File: src/rtl/video_timing_scaled.sv
// Parametrised raster timing generator with a downscaled lookahead coordinate
// stream so a pipelined renderer's pixels land on the cycle ad_out is high.
module video_timing_scaled #(
  parameter int unsigned ACTIVE_H   = 1280,
  parameter int unsigned FP_H       = 110,
  parameter int unsigned SYNC_H     = 40,
  parameter int unsigned BP_H       = 220,
  parameter int unsigned ACTIVE_V   = 720,
  parameter int unsigned FP_V       = 5,
  parameter int unsigned SYNC_V     = 5,
  parameter int unsigned BP_V       = 20,
  parameter int unsigned FPS        = 60,
  parameter int unsigned SCALE_LOG2 = 2,
  parameter int unsigned LOOKAHEAD  = 2,
  parameter bit          HS_POL     = 1'b1,
  parameter bit          VS_POL     = 1'b1
) (
  input  logic                                                          clk_pixel_in,
  input  logic                                                          rst_in,
  input  logic                                                          en_in,
  output logic [$clog2(ACTIVE_H+FP_H+SYNC_H+BP_H)-1:0]                  hcount_out,
  output logic [$clog2(ACTIVE_V+FP_V+SYNC_V+BP_V)-1:0]                  vcount_out,
  output logic                                                          hs_out,
  output logic                                                          vs_out,
  output logic                                                          ad_out,
  output logic                                                          nf_out,
  output logic [$clog2(FPS)-1:0]                                        fc_out,
  output logic [$clog2(ACTIVE_H+FP_H+SYNC_H+BP_H)-SCALE_LOG2-1:0]       sx_out,
  output logic [$clog2(ACTIVE_V+FP_V+SYNC_V+BP_V)-SCALE_LOG2-1:0]       sy_out,
  output logic                                                          fetch_valid_out
);

  localparam int unsigned TOTAL_H = ACTIVE_H + FP_H + SYNC_H + BP_H;
  localparam int unsigned TOTAL_V = ACTIVE_V + FP_V + SYNC_V + BP_V;
  localparam int unsigned HW      = $clog2(TOTAL_H);
  localparam int unsigned VW      = $clog2(TOTAL_V);
  localparam int unsigned FW      = $clog2(FPS);
  localparam int unsigned SXW     = HW - SCALE_LOG2;
  localparam int unsigned SYW     = VW - SCALE_LOG2;

  localparam logic [HW-1:0] H_LAST = HW'(TOTAL_H - 1);
  localparam logic [HW-1:0] H_ACT  = HW'(ACTIVE_H);
  localparam logic [HW-1:0] HS_BEG = HW'(ACTIVE_H + FP_H);
  localparam logic [HW-1:0] HS_END = HW'(ACTIVE_H + FP_H + SYNC_H);
  localparam logic [HW-1:0] LA_H0  = HW'(LOOKAHEAD - 1);
  localparam logic [VW-1:0] V_LAST = VW'(TOTAL_V - 1);
  localparam logic [VW-1:0] V_ACT  = VW'(ACTIVE_V);
  localparam logic [VW-1:0] VS_BEG = VW'(ACTIVE_V + FP_V);
  localparam logic [VW-1:0] VS_END = VW'(ACTIVE_V + FP_V + SYNC_V);
  localparam logic [FW-1:0] FC_LAST = FW'(FPS - 1);

  logic [HW-1:0] hl;
  logic [VW-1:0] vl;
  logic [HW-1:0] h_nx;
  logic [VW-1:0] v_nx;
  logic [HW-1:0] hl_nx;
  logic [VW-1:0] vl_nx;
  logic          la_valid;
  logic          nf_nx;
  logic [FW-1:0] fc_nx;

  // Next raster positions for the display counter and the lookahead counter
  always_comb begin
    h_nx  = hcount_out + 1'b1;
    v_nx  = vcount_out;
    hl_nx = hl + 1'b1;
    vl_nx = vl;
    if (hcount_out == H_LAST) begin
      h_nx = '0;
      v_nx = (vcount_out == V_LAST) ? '0 : vcount_out + 1'b1;
    end
    if (hl == H_LAST) begin
      hl_nx = '0;
      vl_nx = (vl == V_LAST) ? '0 : vl + 1'b1;
    end
    la_valid = (hl_nx < H_ACT) && (vl_nx < V_ACT);
    nf_nx    = (h_nx == H_ACT) && (v_nx == V_ACT);
    fc_nx    = fc_out;
    if (nf_nx) begin
      fc_nx = (fc_out == FC_LAST) ? '0 : fc_out + 1'b1;
    end
  end

  // Every output is registered from the next position, so all stay aligned
  always_ff @(posedge clk_pixel_in or negedge rst_in) begin
    if (!rst_in) begin
      hcount_out      <= H_LAST;
      vcount_out      <= V_LAST;
      hl              <= LA_H0;
      vl              <= '0;
      hs_out          <= ~HS_POL;
      vs_out          <= ~VS_POL;
      ad_out          <= 1'b0;
      nf_out          <= 1'b0;
      fc_out          <= '0;
      sx_out          <= '0;
      sy_out          <= '0;
      fetch_valid_out <= 1'b0;
    end else if (en_in) begin
      hcount_out      <= h_nx;
      vcount_out      <= v_nx;
      hl              <= hl_nx;
      vl              <= vl_nx;
      hs_out          <= ((h_nx >= HS_BEG) && (h_nx < HS_END)) ? HS_POL : ~HS_POL;
      vs_out          <= ((v_nx >= VS_BEG) && (v_nx < VS_END)) ? VS_POL : ~VS_POL;
      ad_out          <= (h_nx < H_ACT) && (v_nx < V_ACT);
      nf_out          <= nf_nx;
      fc_out          <= fc_nx;
      sx_out          <= la_valid ? SXW'(hl_nx >> SCALE_LOG2) : '0;
      sy_out          <= la_valid ? SYW'(vl_nx >> SCALE_LOG2) : '0;
      fetch_valid_out <= la_valid;
    end else begin
      // A frozen cycle must not repeat the new-frame pulse
      nf_out <= 1'b0;
    end
  end

endmodule

File: config.mk
export PLATFORM = sky130hd
export DESIGN_NAME = video_timing_scaled
export DESIGN_NICKNAME = d
export VERILOG_FILES = /design/src/rtl/video_timing_scaled.sv
export SDC_FILE = /design/constraint.sdc
export NUM_CORES = 1
export LEC_CHECK = 0
export ABC_AREA = 1
export CORE_MARGIN = 2
export CORE_UTILIZATION = 55
export CTS_CLUSTER_SIZE = 30
export DETAILED_ROUTE_END_ITERATION = 8
export HOLD_SLACK_MARGIN = 0.06
export PLACE_DENSITY = 0.78
export SETUP_SLACK_MARGIN = 0.05
export SLEW_MARGIN = 40
export SYNTH_ARGS = -nofsm -noshare
export SYNTH_HDL_FRONTEND = slang
export SYNTH_SLANG_ARGS = --single-unit
File: constraint.sdc
create_clock -name clk_pixel_in -period 2.1 [get_ports clk_pixel_in]
set_input_delay 0.21 -clock clk_pixel_in [delete_from_list [all_inputs] [get_ports clk_pixel_in]]
set_output_delay 0.21 -clock clk_pixel_in [all_outputs]
set_load 0.01 [all_outputs]
# Word-level counts from Yosys, hierarchy flattened
# Cells that the tools add are included.
# W data, S select, Z words.
op_classes:
  n_addsub: 5
  n_mul: 0
  div: 0
  magnitude_cmp: 8
  n_eq_ne: 7
  shift: 0
  n_mux: 12
  bitwise: 0
  n_reduce_logical: 6
op_table:
  columns: ["operator", "count"]
  rows:
  - ["$mux W10", 4]
  - ["$eq A11 B11 Y1 const B", 3]
  - ["$lt A11 B11 Y1 const B", 3]
  - ["$eq A10 B10 Y1 const B", 3]
  - ["$lt A10 B10 Y1 const B", 3]
  - ["$add A11 B1 Y11 const B", 2]
  - ["$mux W11", 2]
  - ["$add A10 B1 Y10 const B", 2]
  - ["$ge A11 B11 Y1 const B", 1]
  - ["$ge A10 B10 Y1 const B", 1]
  - ["$mux W9", 1]
  - ["$mux W8", 1]
  - ["$add A6 B1 Y6 const B", 1]
  - ["$eq A6 B6 Y1 const B", 1]
  - ["$mux W6", 1]
  - ["$logic_and A1 B1 Y1", 5]
  - ["$mux W1", 3]
  - ["$reduce_and A2 Y1", 1]
word_totals:
  reg_bits: 70
  latchBits: 0
  mem_bits_rw: 0
  rom_bits: 0
  in_bits: 3
  output_inout_bits: 49
  n_memories: 0

# Depth between registers and ports, before layout
# Gate-level depths: netlist (run 1).
depth:
  word_depth: 6
  depth_mapped: 15
  depth_no_buf: 15

# Least setup slack after synthesis (run 1)
# OpenSTA, ideal clock, no wires.
synth_timing:
  path_kind: "reg-to-reg"
  from: "register hcount_out[0]"
  to: "register fc_out[0]"
  setup_time_ns: 0.121
  arrival_ns: 1.855
  required_time_ns: 1.979
  slack_ns: 0.125
  path_stages_with_launch: 15
  path_buffers: 0
  period_less_slack_ns: 1.975
  cell_sequence: "dfstp_2 -> ha_1 -> nand3_1 -> nor2_2 -> nand2_1 -> nor2_1 -> nand2_1 -> nand2_1 -> nand2_1 -> nor2_2 -> nand3_1 -> nor2_1 -> nand2_1 -> nand2_1 -> o21ai_1"
synth_between:
  elab_chain_cells: 5
synth_rtl:
  columns: ["element", "line_no", "rtl"]
  rows:
  - ["start: declaration", "21", "output logic [$clog2(ACTIVE_H+FP_H+SYNC_H+BP_H)-1:0] hcount_out,"]
  - ["start signal: assignment", "100", "hcount_out <= h_nx;"]
  - ["$add A11 B1 Y11 / $eq A11 B11 Y1 (equally long branches)", "64, 68", null]
  - ["$mux W11 / $mux W10 (equally long branches)", "68", "if (hcount_out == H_LAST) begin"]
  - ["$eq A11 B11 Y1 / $eq A10 B10 Y1 (equally long branches)", "77", "nf_nx = (h_nx == H_ACT) && (v_nx == V_ACT);"]
  - ["$logic_and A1 B1 Y1 (*)", "77", null]
  - ["$reduce_and A2 Y1 (no line) (*)", null, null]
  - ["end signal: assignment", "108", "fc_out <= fc_nx;"]
  - ["end: declaration", "27", "output logic [$clog2(FPS)-1:0] fc_out,"]
# Mark *: on every way between the ends. The rest lies on a longest branch, timed or not.
# A chain may end at the register's enable or synchronous reset.

# Worst setup path after layout (run 1)
layout_timing:
  from: "register hl[5]"
  to: "register fetch_valid_out"
layout_between:
  elab_chain_cells: 4
layout_rtl:
  columns: ["element", "line_no", "rtl"]
  rows:
  - ["start: declaration", "52", "logic [HW-1:0] hl;"]
  - ["start signal: assignment", "102", "hl <= hl_nx;"]
  - ["$add A11 B1 Y11 / $eq A11 B11 Y1 (equally long branches)", "66, 72", null]
  - ["$mux W11 / $mux W10 (equally long branches)", "72", "if (hl == H_LAST) begin"]
  - ["$lt A11 B11 Y1 / $lt A10 B10 Y1 (equally long branches)", "76", "la_valid = (hl_nx < H_ACT) && (vl_nx < V_ACT);"]
  - ["$logic_and A1 B1 Y1 (*)", "76", null]
  - ["end signal: assignment", "111", "fetch_valid_out <= la_valid;"]
  - ["end: declaration", "30", "output logic fetch_valid_out"]
# Marks and branches as above.

==> metrics.yaml, run 1 <==
setup_violations: 28
grt_max_degree: 46
cts.path.max_buffers: 2
hold_ws_ns: 0.367
first_global_vias: 5417
n_fill_cell: 422
drv_slew: 0
grt-ovfl-total: 0
critical_path_class: "reg -> reg"
multi_input_area_um2: 3330
syn-cell-area_um2: 4720
synth-edff-count: 0
cts-root-buf: "clkbuf_8"
cts.clk_slew.worst_paths_ns: 0.10
p_leak_uw: 0.00315
fin_worst_skew_ns: 0.0167
place.gp.congestion: 0.903
layout_worst_path_cycle_share: 1.17
grt_pass1_wl_mm: 25.0
relSlewSlack: 0.559
finalInstanceArea_um2: 7100
status: "complete, but fails checks"
syn_avg_cell_area_um2: 6.78
finalWorstSetupSlack_ns: -0.359
area_delta_synth_final_pct: 50.5
tightest_slew_ns: 0.656
synth_top_flop_cell: "dfrtp_1"
cts_made_buffers: 9
ir_drop_v: 0.000616
placed_area_um2: 5760
wl_per_cell_um: 19.7
synth-seq-cells: 70
ios: 52
die_area_um2: 9330
die_w_um: 96.6
path_max_fanout: 8
grt_antenna_before_repair: 0
crit_required_ns: 2.39
rsz0062_at_grt: "true"
fin_nets: 853
async_reset_ff_frac: 1.00
fin_util: 0.860
cts_sinks: 70
violations: "DRC, setup timing"
endpoint_kind: "flop"
power_uw: 6120
vias_per_cell: 6.30
core_area_um2: 8260
hold_violations: 0
drv_cap: 0
timing.final.crit_period_ns: 2.46
seq_area_um2: 1770
rows: 33
synth_most_common_cell: "nand2_1"
drt_first_iter_violations: 679
cts_tree: "yes"
clock_latency_ns: 0.37
yosysWarnings: 0
num_antenna_cells: 0
timing.fmax_ghz: 0.407
crit_arrival_ns: 2.75
start_util: 0.571
die_h_um: 96.6
track_usage: 0.327
syn_inst: 696
ant_nets: 0
vias: 5989
dp_hpwl_mm: 9.72
drtPass1Iterations: 9
power.density_nw_per_um2: 862
syn_nets: 708
wl_mm: 18.7
portBuffers: 51
startpoint_type: "flop"
drcViolationCount: 1
yosysTopAreaCell: "dfrtp_1"
synth_cell_types: 36
h-tree-depth: 3
synth_top_area_share: 0.297
worstHoldPathType: "in -> async"
ys_seq_area_frac: 0.375
layout-drive-gt1-share: 0.343
finalSetupTns_ns: -5.91
synthTopCellsByArea: "dfrtp_1, nand2_1, dfstp_2"
synth_common_cells: "nand2_1, inv_1, nor2_1"
routing by layer:
layer	up-vias	routed length, um	global-route usage
met5	-	0	0
met4	0	1400	0.194
met3	171	1830	0.0477
met2	513	8960	0.558
met1	2781	6500	0.390
li1	2524	-	-
worst max-delay path, stage by stage, from the launching register on:
cell     delay [ns]
dfrtp_1        0.43
nand2_1        0.16
nor3_1         0.54
nand3_4        0.26
nand2_1        0.16
o21a_1         0.17
nand2_2        0.09
nand3_4        0.09
nand2_8        0.12
nand2_8        0.14
nand3_1        0.09
nand2_1        0.12
report_power, final:
group	internal [uW]	switching, uW
sequential	1650	384
combinational	1220	1590
clock	678	604
final cells by class:
class,count,area share
tap,105,0.0185
timing repair buffer,148,0.184
clock buffer,10,0.0180
clock inverter,6,0.0132
sequential,70,0.250
multi-input combinational,524,0.469
inverter,88,0.0469
registers in the layout, summed over array words and instances (netlist names):
| signal | cells |
|---|---|
| vs_out | 1 |
| sy_out | 8 |
| fetch_valid_out | 1 |
| hl | 11 |
| vl | 10 |
| vcount_out | 10 |
| ad_out | 1 |
| hcount_out | 11 |
| nf_out | 1 |
| sx_out | 9 |
| hs_out | 1 |
| fc_out | 6 |
worst paths after layout:
check,from,to,slack [ns],depth (start not counted)
hold / removal,rst_in,vl[4],0.37,2
min in group clk_pixel_in,ad_out,ad_out,0.49,2
setup reg to reg,hl[5],fetch_valid_out,-0.36,11
max in group asynchronous,rst_in,vcount_out[2],1.01,3
hold reg to reg,ad_out,ad_out,0.49,2
setup / recovery,hl[5],fetch_valid_out,-0.36,11
stage by stage:
step | worst slack (ns) | cells
final | -0.359 | 951
after global routing | -0.437 | 951
after CTS | -0.119 | 937
after detailed placement | -0.158 | 898
after global placement | -0.0616 | 898
after floorplan | 0.125 | 696
cells in the final DEF (no fill, tap or decap), types with 5 or more instances in the layout:
| master | n |
|---|---|
| a21oi_1 | 6 |
| buf_4 | 84 |
| buf_6 | 9 |
| clkbuf_8 | 9 |
| clkdlybuf4s50_1 | 50 |
| dfrtp_1 | 52 |
| dfstp_2 | 14 |
| ha_4 | 5 |
| inv_1 | 79 |
| inv_2 | 7 |
| nand2_1 | 179 |
| nand2_2 | 28 |
| nand2_4 | 11 |
| nand2_8 | 8 |
| nand3_1 | 39 |
| nand3_2 | 31 |
| nand3_4 | 8 |
| nand4_1 | 9 |
| nor2_1 | 53 |
| nor2_2 | 19 |
| nor2_4 | 16 |
| nor3_1 | 14 |
| o21ai_0 | 29 |
| o21ai_1 | 6 |
| o21ai_2 | 5 |
| o21bai_1 | 7 |
| o22ai_1 | 13 |
| xor2_1 | 10 |
what timing repair did:
action / 4_1_cts / 5_1_grt
hold endpoints to repair: 12 / 0
gates cloned: 5 / 2
hold buffers: 1 / 0
setup endpoints to repair: 27 / 36
pin swaps: 28 / 44
resized for setup: 72 / 125
buffers inserted: 17 / 12
kinds of logic after synthesis:
logic type | after synthesis | synth area share
compound gates | 76 | 0.0910
xor+xnor | 12 | 0.0223
fa+ha+maj | 9 | 0.0239
buf+inv | 109 | 0.0963
flops | 70 | 0.375
simple gates | 420 | 0.392
Power figures use the tool's default switching activity.
==> run 2, diff against run 1 <==
--- a/config.mk
+++ b/config.mk
@@ -17,3 +17,4 @@
 export SYNTH_ARGS = -nofsm -noshare
 export SYNTH_HDL_FRONTEND = slang
 export SYNTH_SLANG_ARGS = --single-unit
+export TNS_END_PERCENT = 50
==> constraint.sdc (replaced) <==
create_clock -name clk_pixel_in -period 3.1 [get_ports clk_pixel_in]
set_input_delay 0.31 -clock clk_pixel_in [delete_from_list [all_inputs] [get_ports clk_pixel_in]]
set_output_delay 0.31 -clock clk_pixel_in [all_outputs]
set_load 0.01 [all_outputs]
==> run 2 against run 1 <==
  * The run now ends clean
  * Non-clock buffer count fell by 90
  * Via count fell by 22%
  * Utilization fell by 19 points
  * Global-route usage fell by 5.7 points
  * Final cell count fell by 10%
  * Flip-flop and latch count did not move
  * Combinational power fell by 60%
  * Wire length fell by 35%
  * First-iteration DRC count fell by 43%
  * Clock skew fell by 0.0022 ns
  * Design area fell by 22%
  * Clock power fell by 24%
  * Critical path type unchanged
  * Critical endpoint is now fc_out[3]
  * Highest routed layer unchanged
==> metrics.yaml, run 2 (same netlist as run 1, synthesis figures left out) <==
portBuffers: 51  # unchanged
power_frac_seq: 0.393  # was 0.333
ant_nets: 0  # unchanged
num_antenna_cells: 0  # unchanged
vias: 4663  # was 5989
hold_violations: 0  # unchanged
crit_required_ns: 3.39  # was 2.39 ns
ir_drop_v: 0.000378  # was 0.000616 V
crit_arrival_ns: 2.80  # was 2.75 ns
startpoint_type: "flop"  # unchanged
cts_hold_buffers: 1  # unchanged
drv_slew: 0  # unchanged
core_area_um2: 8260  # unchanged
drtPass1Iterations: 5  # was 9
relSlewSlack: 0.562  # was 0.559
dp_hpwl_mm: 8.88  # was 9.72 mm
die_w_um: 96.6  # unchanged
max_stage_delay_ns: 0.56  # was 0.54 ns
cts-root-buf: "clkbuf_8"  # unchanged
cts_made_buffers: 9  # unchanged
die_area_um2: 9330  # unchanged
first_global_vias: 4528  # was 5417
finalSetupTns_ns: 0  # was -5.91 ns
power_uw: 3450  # was 6120 uW
use_met3: 0.0282  # was 0.0477
start_util: 0.571  # unchanged
grt_pass1_wl_mm: 21.1  # was 25.0 mm
clkPwrFrac: 0.280  # was 0.209
grt_max_degree: 45  # was 46
grt-ovfl-total: 0  # unchanged
switching_share: 0.370  # was 0.421
grt_most_used_layer: "met2"  # unchanged
cts.clk_slew.worst_paths_ns: 0.09  # was 0.10 ns
hold_ws_ns: 0.426  # was 0.367 ns
timing.final.crit_period_ns: 2.51  # was 2.46 ns
cp_common_cell: "nand2_1"  # unchanged
n_fill_cell: 726  # was 422
fin_nets: 756  # was 853
met1_usage: 0.336  # was 0.390
rows: 33  # unchanged
final_cells: 854  # was 951
drv_cap: 0  # unchanged
worstHoldPathType: "in -> async"  # unchanged
cts_tree: "yes"  # unchanged
final_cell_mix: "nand2_1, inv_1, nor2_1, nand3_1, dfrtp_1"  # was nand2_1, buf_4, inv_1, nor2_1, dfrtp_1
dp_cells: 837  # was 898
place.gp.congestion: 0.951  # was 0.903
setup_violations: 0  # was 28
cp_top_family: "simple AND/OR/NAND/NOR gates"  # unchanged
cp_slowest_cell: "dfstp_2"  # was nor3_1
status: "finished, final reports clean"  # was complete, but fails checks
grt_antenna_before_repair: 0  # unchanged
track_usage: 0.270  # was 0.327
crit_chain: "ha_1, nor3b_2, nand3_2, inv_1, nand2_1, nand2_1, nand2_1, nor2_1, nand3_1, nor2_2, nand3_1, nand2_1"  # was nand2_1, nor3_1, nand3_4, nand2_1, o21a_1, nand2_2, nand3_4, nand2_8, nand2_8, nand3_1, nand2_1
cts.path.max_buffers: 2  # unchanged
fin_worst_skew_ns: 0.0145  # was 0.0167 ns
p_int_uw: 2180  # was 3550 uW
reg_top3: "hcount_out x11, hl x11"  # unchanged
final_common_cell: "nand2_1"  # unchanged
rsz0062_at_grt: "false"  # was true
timing.fmax_ghz: 0.399  # was 0.407 GHz
endpoint_kind: "flop"  # unchanged
path_max_fanout: 21  # was 8
ios: 52  # unchanged
power.density_nw_per_um2: 623  # was 862 nW/um2
die_h_um: 96.6  # unchanged
path_buf_inv: 1  # was 0
switching_power_uw: 1280  # was 2580 uW
vias_per_cell: 5.46  # was 6.30
clock_latency_ns: 0.37  # about the same
layout-drive-gt1-share: 0.0975  # was 0.343
p_leak_uw: 0.00262  # was 0.00315 uW
wl_per_cell_um: 14.3  # was 19.7 um
wl_mm: 12.2  # was 18.7 mm
cts_sinks: 70  # unchanged
h-tree-depth: 3  # unchanged
layout_worst_path_cycle_share: 0.809  # was 1.17
cts_setup_buffers: 0  # was 17
drcViolationCount: 0  # was 1
area_delta_synth_final_pct: 17.5  # was 50.5%
critical_path_class: "reg -> reg"  # unchanged
drt_first_iter_violations: 384  # was 679
met2_usage: 0.474  # was 0.558
tightest_slew_ns: 0.651  # was 0.656 ns
ctsResizeCount: 0  # was 72
combPwrFrac: 0.327  # was 0.458
run 2: changes by cell type in the layout (fill, tap and decap cells not counted), moves of 7 or more:
cell	delta
buf_4	-77
buf_6	-9
inv_1	+7
nand2_1	+32
nand2_2	-20
nand2_4	-10
nand2_8	-8
nand3_1	+34
nand3_2	-27
nand3_4	-8
nor2_1	+23
nor2_2	-9
nor2_4	-14
run 2: power groups by stage:
stage          Clock, uW  Sequential, uW  Combinational (uW)
6_report             967            1360                1130
5_1_grt             1010            1390                1260
4_1_cts              968            1360                1130
3_5_place_dp           0            1370                1120
3_3_place_gp           0            1370                1100
2_1_floorplan          0            1330                 730
run 2: area by class of cell:
| class | instances | area, um2 | share of cell area |
|---|---|---|---|
| Multi-Input combinational cell | 517 | 2490 | 0.450 |
| Sequential cell | 70 | 1770 | 0.319 |
| Timing Repair Buffer | 58 | 563 | 0.102 |
| Inverter | 88 | 330 | 0.0596 |
| Clock buffer | 11 | 151 | 0.0273 |
| Tap cell | 105 | 131 | 0.0237 |
| Clock inverter | 5 | 104 | 0.0187 |
run 2: path summary, 6_finish.rpt:
kind	startpoint	end	slack (ns)	cells after the start
max	hcount_out[0]	fc_out[3]	0.59	12
min	rst_in	vcount_out[4]	0.43	2
max reg2reg	hcount_out[0]	fc_out[3]	0.59	12
min reg2reg	sx_out[4]	sx_out[4]	0.48	2
max in group asynchronous	rst_in	hcount_out[10]	1.95	3
min in group clk_pixel_in	sx_out[4]	sx_out[4]	0.48	2
run 2: per-layer routing:
metal	share of wire	routed length [um]
met5	0	0
met4	0.025	310
met3	0.047	576
met2	0.50	6170
met1	0.42	5190
run 2: per-stage QoR:
stage / util / instance area [um2] / setup WS [ns]
after floorplan: - / 4720 / 1.12
after global placement: 0.639 / 5280 / 0.734
after detailed placement: 0.639 / 5280 / 0.638
after CTS: 0.671 / 5540 / 0.612
after global routing: 0.671 / 5540 / 0.287
final: 0.671 / 5540 / 0.591
==> run 3, diff against run 2 <==
--- a/config.mk
+++ b/config.mk
@@ -7,11 +7,11 @@
 export LEC_CHECK = 0
 export ABC_AREA = 1
 export CORE_MARGIN = 2
-export CORE_UTILIZATION = 55
+export CORE_UTILIZATION = 52
 export CTS_CLUSTER_SIZE = 30
 export DETAILED_ROUTE_END_ITERATION = 8
 export HOLD_SLACK_MARGIN = 0.06
-export PLACE_DENSITY = 0.78
+export PLACE_DENSITY = 0.77
 export SETUP_SLACK_MARGIN = 0.05
 export SLEW_MARGIN = 40
 export SYNTH_ARGS = -nofsm -noshare
==> constraint.sdc (replaced) <==
create_clock -name clk_pixel_in -period 2.1 [get_ports clk_pixel_in]
set_input_delay 0.21 -clock clk_pixel_in [delete_from_list [all_inputs] [get_ports clk_pixel_in]]
set_output_delay 0.21 -clock clk_pixel_in [all_outputs]
set_load 0.01 [all_outputs]
==> run 3 against run 2 <==
  * The run now ends with setup timing left
  * Count of clock-buffer cells in the layout is 2 lower
  * Clock skew up 0.0024 ns
  * Wire length grew 28%
  * Design area up 24%
  * Flip-flop and latch count unchanged
  * Largest cell class unchanged
  * Highest routed layer unchanged
==> metrics.yaml, run 3 (same netlist as run 1, synthesis figures left out) <==
status: "complete, but fails checks"  # was finished, final reports clean
violations: "setup timing"
worstHoldPathType: "in -> async"  # unchanged
switching_power_uw: 2380  # was 1280 uW
clock_latency_ns: 0.37  # about the same
ios: 52  # unchanged
r2r_end: "sx_out[6]"  # was fc_out[3]
dp_hpwl_mm: 9.35  # was 8.88 mm
vias: 5425  # was 4663
core_area_um2: 8760  # was 8260 um2
cts-root-buf: "clkbuf_8"  # unchanged
drt_first_iter_violations: 378  # was 384
timing.fmax_ghz: 0.432  # was 0.399 GHz
wl_per_cell_um: 16.3  # was 14.3 um
track_usage: 0.288  # was 0.270
timing.final.crit_period_ns: 2.31  # was 2.51 ns
relSlewSlack: 0.608  # was 0.562
power_frac_seq: 0.346  # was 0.393
tightest_slew_ns: 0.581  # was 0.651 ns
rsz0062_at_grt: "true"  # was false
critical_path_class: "reg -> reg"  # unchanged
switching_share: 0.420  # was 0.370
setup_violations: 29  # was 0
crit_required_ns: 2.37  # was 3.39 ns
drv_cap: 0  # unchanged
grt_antenna_before_repair: 0  # unchanged
crit_chain: "buf_6, ha_4, nand3_4, nor2_4, nand2_2, buf_4, buf_4, o21ai_1, nand2_1, nand2_4, nand2_4, nand3_1, nand2_1"  # was ha_1, nor3b_2, nand3_2, inv_1, nand2_1, nand2_1, nand2_1, nor2_1, nand3_1, nor2_2, nand3_1, nand2_1
r2r_start: "hl[0]"  # was hcount_out[0]
power.density_nw_per_um2: 822  # was 623 nW/um2
startpoint_type: "flop"  # unchanged
cp_slowest_cell: "dfstp_2"  # unchanged
vias_per_cell: 5.65  # was 5.46
cts_made_buffers: 9  # unchanged
grt_pass1_wl_mm: 23.2  # was 21.1 mm
final_common_cell: "nand2_1"  # unchanged
p_int_uw: 3290  # was 2180 uW
die_w_um: 99.2  # was 96.6 um
layout_worst_path_cycle_share: 1.10  # was 0.809
finalWorstSetupSlack_ns: -0.214  # was 0.591 ns
h-tree-depth: 3  # unchanged
first_global_vias: 5086  # was 4528
portBuffers: 51  # unchanged
grt_max_degree: 71  # was 45
die_area_um2: 9850  # was 9330 um2
endpoint_kind: "flop"  # unchanged
drv_slew: 0  # unchanged
clkPwrFrac: 0.191  # was 0.280
start_util: 0.538  # was 0.571
ant_nets: 0  # unchanged
path_max_fanout: 4  # was 21
num_antenna_cells: 0  # unchanged
grt-ovfl-total: 0  # unchanged
p_leak_uw: 0.00320  # was 0.00262 uW
cts.path.max_buffers: 2  # unchanged
worst-r2r-cell-count: 13  # was 12
final_cell_mix: "nand2_1, buf_4, inv_1, nor2_1, dfrtp_1"  # was nand2_1, inv_1, nor2_1, nand3_1, dfrtp_1
cts_tree: "yes"  # unchanged
crit_arrival_ns: 2.58  # was 2.80 ns
rows: 34  # was 33
ir_drop_v: 0.000562  # was 0.000378 V
wl_mm: 15.7  # was 12.2 mm
hold_ws_ns: 0.350  # was 0.426 ns
hold_violations: 0  # unchanged
r2r_setup_slack_ns: -0.21  # was 0.59 ns
cts_sinks: 70  # unchanged
drcViolationCount: 0  # unchanged
area_delta_synth_final_pct: 46.2  # was 17.5%
drtPass1Iterations: 5  # unchanged
cts.clk_slew.worst_paths_ns: 0.10  # was 0.09 ns
die_h_um: 99.2  # was 96.6 um
fin_nets: 859  # was 756
place.gp.congestion: 0.906  # was 0.951
reg_top3: "hcount_out x11, hl x11"  # unchanged
layout-drive-gt1-share: 0.310  # was 0.0975
combPwrFrac: 0.463  # was 0.327
fin_worst_skew_ns: 0.0169  # was 0.0145 ns
fin_util: 0.787  # was 0.671
max_stage_delay_ns: 0.57  # was 0.56 ns
[run 3: stage by stage]
stage / cells / total power (uW) / setup slack [ns] / area (um2) / TNS [ns]
floorplan: 696 / 3040 / 0.125 / 4720 / 0
global placement: 909 / 4000 / -0.179 / 5830 / -1.63
detailed placement: 909 / 4050 / -0.209 / 5830 / -3.17
CTS: 943 / 5310 / -0.0741 / 6410 / -0.374
global route: 960 / 5990 / -0.299 / 6890 / -7.19
finish: 960 / 5670 / -0.214 / 6890 / -4.38
[run 3: worst max-delay path, delay by kind of cell, from the launching register on]
family	cells	cell delay, ns
fa+ha+maj	1	0.13
flops	1	0.57
compound gates	1	0.16
buf+inv	3	0.39
simple gates	8	0.94
[run 3: layout make-up]
type                            instances  area (um2)
Clock buffer                            9         124
Fill cell                             607        1870
Inverter                               88         334
Clock inverter                          7        61.3
Sequential cell                        70        1770
Multi-Input combinational cell        524        3100
Tap cell                              108         135
Timing Repair Buffer                  154        1370
[run 3: what timing repair did]
action | CTS | global route
endpoints found under the setup margin | 29 | 32
endpoints found under the hold margin | 56 | 0
cloned | 5 | 3
pin swaps | 29 | 61
setup buffers | 12 | 15
hold buffers | 1 | 0
gates resized for setup | 65 | 76
[run 3: worst max path at each step]
stage | startpoint | to | slack, ns | cells after the start
after floorplan | hcount_out[0] | fc_out[0] | 0.12 | 14
after global placement | hcount_out[0] | fc_out[4] | -0.18 | 13
after detailed placement | hcount_out[0] | fc_out[4] | -0.21 | 13
after CTS | hcount_out[0] | fc_out[4] | -0.07 | 13
after global routing | hl[0] | sx_out[6] | -0.30 | 13
final | hl[0] | sx_out[6] | -0.21 | 13
[run 3: power by group through the flow]
stage	Clock, uW	Combinational, uW	Sequential (uW)
global route	1140	2840	2000
global placement	0	2090	1910
CTS	1070	2310	1920
detailed placement	0	2130	1920
floorplan	0	1080	1960
finish	1080	2630	1960
[run 3: per-layer routing]
| metal | track usage | routed length [um] | up-vias |
|---|---|---|---|
| met3 | 0.0429 | 961 | 42 |
| li1 | - | - | 2529 |
| met1 | 0.361 | 6320 | 2595 |
| met5 | 0 | 0 | - |
| met4 | 0.114 | 426 | 0 |
| met2 | 0.499 | 7980 | 259 |
